$ cat config.mk
export PLATFORM = sky130hd
export DESIGN_NAME = mux_n1_rr
export DESIGN_NICKNAME = d
export VERILOG_FILES = /design/src/rtl/mux_pkg.sv /design/src/rtl/rr_arbiter.sv /design/src/rtl/mux_n1_rr.sv
export SDC_FILE = /design/constraint.sdc
export NUM_CORES = 1
export LEC_CHECK = 0
export CAP_MARGIN = 30
export CORE_MARGIN = 3
export CORE_UTILIZATION = 39
export DETAILED_ROUTE_END_ITERATION = 8
export GPL_ROUTABILITY_DRIVEN = 0
export PLACE_DENSITY = 0.77
export SLEW_MARGIN = 20
export SYNTH_ARGS = -nofsm -noshare
export SYNTH_HDL_FRONTEND = slang
export SYNTH_SLANG_ARGS = --single-unit
$ cat constraint.sdc
create_clock -name clk_in -period 3.2 [get_ports clk_in]
set_input_delay 0.96 -clock clk_in [delete_from_list [all_inputs] [get_ports clk_in]]
set_output_delay 0.96 -clock clk_in [all_outputs]
set_load 0.05 [all_outputs]
$ cat src/rtl/mux_pkg.sv
// Shared types and the rotating first-valid search for the N:1 round-robin mux.
// Used by rr_arbiter and mux_n1_rr.
package mux_pkg;

  localparam logic MODE_MANUAL = 1'b0;
  localparam logic MODE_RR     = 1'b1;

  // Upper bound on channel count that the search function can handle.
  localparam int MAX_CH    = 32;
  localparam int MAX_IDX_W = 5;

  typedef struct packed {
    logic                 found;
    logic [MAX_IDX_W-1:0] idx;
  } grant_t;

  // First set bit of valid[n_ch-1:0], scanning ptr, ptr+1, ... modulo n_ch.
  function automatic grant_t f_rot_first(input logic [MAX_CH-1:0]    valid,
                                         input logic [MAX_IDX_W-1:0] ptr,
                                         input int                   n_ch);
    grant_t g;
    int     k;
    g = '0;
    for (int i = 0; i < MAX_CH; i++) begin
      if (i < n_ch && !g.found) begin
        k = int'(ptr) + i;
        if (k >= n_ch) k = k - n_ch;
        if (valid[k[MAX_IDX_W-1:0]]) begin
          g.found = 1'b1;
          g.idx   = k[MAX_IDX_W-1:0];
        end
      end
    end
    return g;
  endfunction

endpackage

$ cat src/rtl/rr_arbiter.sv
// Combinational round-robin grant: first requesting channel at or after ptr.
// The pointer register lives in the parent.
module rr_arbiter
  import mux_pkg::*;
#(
  parameter int N_CH = 4,
  localparam int SEL_W = $clog2(N_CH)
) (
  input  logic [N_CH-1:0]  req,
  input  logic [SEL_W-1:0] ptr,
  output logic [SEL_W-1:0] gnt_idx,
  output logic             gnt_vld
);

  logic [MAX_CH-1:0]    req_ext;
  logic [MAX_IDX_W-1:0] ptr_ext;
  grant_t               g;
  logic                 unused_idx_hi;

  always_comb begin
    req_ext             = '0;
    req_ext[N_CH-1:0]   = req;
    ptr_ext             = '0;
    ptr_ext[SEL_W-1:0]  = ptr;
  end

  assign g             = f_rot_first(req_ext, ptr_ext, N_CH);
  assign gnt_vld       = g.found;
  assign gnt_idx       = g.idx[SEL_W-1:0];
  assign unused_idx_hi = ^g.idx;

endmodule

$ cat src/rtl/mux_n1_rr.sv
// N-channel registered multiplexer, manual-select or round-robin, with one output stage.
// Optional MUX_PARITY_EN adds a registered even-parity bit of y_out.
module mux_n1_rr
  import mux_pkg::*;
#(
  parameter int N_CH = 4,
  parameter int W    = 4,
  localparam int SEL_W = $clog2(N_CH)
) (
  input  logic              clk_in,
  input  logic              rst_n_in,
  input  logic [N_CH*W-1:0] data_in,
  input  logic [N_CH-1:0]   valid_in,
  output logic [N_CH-1:0]   ready_out,
  input  logic              mode_in,
  input  logic [SEL_W-1:0]  sel_in,
  output logic [W-1:0]      y_out,
  output logic              y_valid_out,
  input  logic              y_ready_in,
`ifdef MUX_PARITY_EN
  output logic              y_parity_out,
`endif
  output logic [SEL_W-1:0]  y_ch_out
);

  // Handshake: a word moves when valid and ready are both high at a rising edge.
  // Producers hold valid/data until accepted; ready_out never depends on the
  // producer's own valid being granted elsewhere, and the output stage accepts
  // a new word whenever it is empty or being drained in the same cycle.

  logic [SEL_W-1:0] ptr;
  logic [SEL_W-1:0] rr_idx;
  logic             rr_vld;
  logic [SEL_W-1:0] gnt_idx;
  logic             gnt_vld;
  logic             ld;
  logic             xfer;

  rr_arbiter #(.N_CH(N_CH)) u_arb (
    .req     (valid_in),
    .ptr     (ptr),
    .gnt_idx (rr_idx),
    .gnt_vld (rr_vld)
  );

  always_comb begin
    gnt_vld = 1'b0;
    gnt_idx = '0;
    if (mode_in == MODE_RR) begin
      gnt_vld = rr_vld;
      gnt_idx = rr_idx;
    end else if (int'(sel_in) < N_CH) begin
      gnt_vld = valid_in[sel_in];
      gnt_idx = sel_in;
    end
  end

  assign ld   = !y_valid_out || y_ready_in;
  assign xfer = gnt_vld && ld && rst_n_in;

  // Reset is async, so ready must be forced low combinationally while it is held.
  always_comb begin
    ready_out = '0;
    if (xfer) ready_out[gnt_idx] = 1'b1;
  end

  always_ff @(posedge clk_in or negedge rst_n_in) begin
    if (!rst_n_in) begin
      y_out       <= '0;
      y_ch_out    <= '0;
      y_valid_out <= 1'b0;
      ptr         <= '0;
    end else if (xfer) begin
      y_out       <= data_in[gnt_idx*W +: W];
      y_ch_out    <= gnt_idx;
      y_valid_out <= 1'b1;
      if (mode_in == MODE_RR) begin
        if (int'(gnt_idx) == N_CH-1) ptr <= '0;
        else                         ptr <= gnt_idx + 1'b1;
      end
    end else if (y_ready_in) begin
      y_valid_out <= 1'b0;
    end
  end

`ifdef MUX_PARITY_EN
  always_ff @(posedge clk_in or negedge rst_n_in) begin
    if (!rst_n_in)  y_parity_out <= 1'b0;
    else if (xfer) y_parity_out <= ^data_in[gnt_idx*W +: W];
  end
`endif

endmodule
==> results.md <==
- Status: complete, but fails checks
- Violated checks: setup timing
- Max-cap viol count: 0
- Area Overhead vs Synth: 77.7%
- Routed len/inst: 16.2 um
- CP Class: in -> out
- Final WS setup: -227 ps
- Post-synth EDFFs: 0
- # fillers: 159
- P per Cell Area: 913 mW/mm^2
- Ys flop type: dfrtp_1
- Die X: 55.3 um
- CTS Buf Count: 3
- Post-DR vias/cell: 5.52
- Max transition margin: 64.2%
- Starting Density: 42.1%
- Reg-to-Reg End: y_out[2]$_DFFE_PN0P_
- Row count: 17
- Worst path required time: 2240 ps
- Vias: 1070
- Worst vdd ir: 0.530 mV
- Ys async rst share: 100%
- Final cell count without fillers: 194
- CP bufs+invs: 5
- Clk Latency, worst-skew pair: 270 ps
- FF-to-FF path depth: 12
- Max-slew violation count: 0
- Post-synthesis cell area: 950 sq um
- Final setup vio count: 4
- Setup crit start: valid_in[3]
- Yosys warnings: 0
- Vias in the first global route: 1063
- Crit path max-delay family: buffers and inverters
- Final Cycle Share: 107%
- Post-route setup TNS: -829 ps
- Critical path arrival: 2470 ps
- WHS Endpoint: y_ch_out[1]$_DFFE_PN0P_
- Syn Inst Count: 104
- Initial antenna violation count: 0
- Iter 0 DRT Violations: 18
- Clock buffer depth: 2
- H-tree depth reported by CTS: 1
- Dpl ws: -831 ps
- Share of post-route cells with drive strength above 1: 42.2%
- Syn Nets: 135
- Die ar.: 0.00306 sq mm
- Startpoint types: input port
- Post-cts hold buffer count: 0
- Worst R2R Setup Slack: 580 ps
- WHS Path Cells: 1
- GR Overflow Total: 0
- Clock Sinks: 9
- Slowest cell on crit path: mux2i_1
- RSZ-0062 raised after global routing: yes
- Crit-path cells: buf_4 > mux2i_1 > a311oi_1 > a21o_1 > a41oi_2 > buf_6 > inv_6 > buf_12 > nor3_4 > buf_12
- CTS root buf: clkbuf_4
- Reg2reg start: ptr[0]$_DFFE_PN0P_
- Post-Route WL: 3150 um
- Sequential share of the synthesized area: 23.7%
- Hold slack: 491 ps
- Final hold vios: 0
- Clk pin slew, worst setup/hold paths: 60 ps
- Die Y: 55.3 um
- I/O Pins: 37
- Dpl cells: 182
- Global-route wire length before repair: 5300 um
- Largest net degree at the start of global routing: 10
- CP Capture Type: output pin
- Post-detail-place hpwl: 2280 um
- Syn Area/Cell: 9.13 sq um
- Net count, final: 198
- Synth Register Bits: 9
- Peak Freq: 0.292 GHz
- N_diodes: 0
- Tightest Hold Check Type: reg -> reg
- Slowest cell delay on critical path: 210 ps
- Min-delay src: y_ch_out[1]$_DFFE_PN0P_
- ANT nets after route: 0
- Overall Power: 1.54 mW
- Core area: 0.00225 sq mm
- Tmin final: 3430 ps
- Clk_skew: 5.09 ps
- CP max FO: 7
- Drt first pass iters: 5
- Input/output buffers: 36
- GRT Resource Usage Total: 21.5%
- Worst-margin pin slew: 536 ps
- Most common cell on crit path: buf_12
- Pleak: 0.731 nW
- Most frequent cells in the layout: clkdlybuf4s50_1 (24), buf_4 (22), nor2_1 (16)
- Distinct cells, synth: 42
- Commonest non-fill, non-tap cell in the layout: clkdlybuf4s50_1
- CTS tree: built
- DRC: 0
==> layout make-up <==
type,instances,area [sq um],area share (%)
inverter,9,50.0,2.97
tap,28,35.0,2.08
sequential,9,226,13.4
timing repair buffer,63,622,36.8
multi-input combinational,81,728,43.1
clock buffer,4,26.3,1.56
==> where the power goes <==
part           switching, mW  internal [mW]  total (mW)
sequential            0.0379          0.168       0.206
combinational          0.655          0.588        1.24
clock                 0.0441         0.0482      0.0923
==> cell usage after synthesis, types with 2 or more instances <==
cell | number | area share, %
nand4_1 | 3 | 2.0
buf_6 | 3 | 3.6
a211oi_1 | 4 | 3.2
o2bb2ai_1 | 4 | 3.7
a21oi_1 | 4 | 2.1
nor2_1 | 16 | 6.3
nand2b_1 | 2 | 1.3
a31oi_1 | 3 | 2.0
dfrtp_1 | 9 | 24
inv_1 | 8 | 3.2
mux2i_1 | 8 | 8.4
nor3_1 | 2 | 1.1
ha_1 | 5 | 6.6
a21o_1 | 2 | 1.6
nand2_1 | 4 | 1.6
==> cell families after synthesis <==
kind of cell    synth area share, %
simple gates                   17.7
compound gates                 26.0
buf+inv                        11.3
mux                            14.8
flops                          23.7
fa+ha+maj                      6.59
==> stage by stage <==
stage	area, sq um	utilization (%)
after CTS	1670	73.9
after global placement	1530	67.6
after global routing	1690	74.9
final	1690	74.9
after floorplan	1020	-
after detailed placement	1530	67.6
==> worst register-to-register path, stage by stage, from the launching register on <==
cell and delay [ps]:
dfrtp_2 450, inv_4 80, ha_4 230, buf_2 160, a21oi_1 160, a21oi_2 70
o22a_1 170, a31oi_2 320, inv_2 120, buf_4 160, buf_4 130, nor2_1 310
a211oi_1 140
==> how the worst max path moves through the flow <==
| stage | endpoint | slack [ps] | cells after the start |
|---|---|---|---|
| floorplan | ready_out[1] | -110 | 6 |
| CTS | ready_out[2] | -210 | 11 |
| detailed placement | ready_out[2] | -830 | 8 |
| finish | ready_out[2] | -230 | 10 |
| global placement | ready_out[3] | -700 | 9 |
| global route | ready_out[2] | -330 | 11 |
==> state kept, by name (all words and copies together), names as in the netlist <==
register     flops
y_valid_out      1
ptr              2
y_out            4
y_ch_out         2
==> metal layers <==
layer / up-vias / global-route usage (%) / routed length (um)
li1: 507 / - / -
met1: 522 / 28.3 / 1390
met2: 35 / 36.7 / 1580
met3: 6 / 1.87 / 123
met4: 0 / 7.29 / 53
met5: - / 0 / 0
==> timing repair <==
item,4_1_cts,5_1_grt
gates resized for setup,46,3
setup buffers,7,1
pin swaps,10,4
endpoints found under the setup margin,4,4
Note: power is estimated with default switching activity, not from simulation.
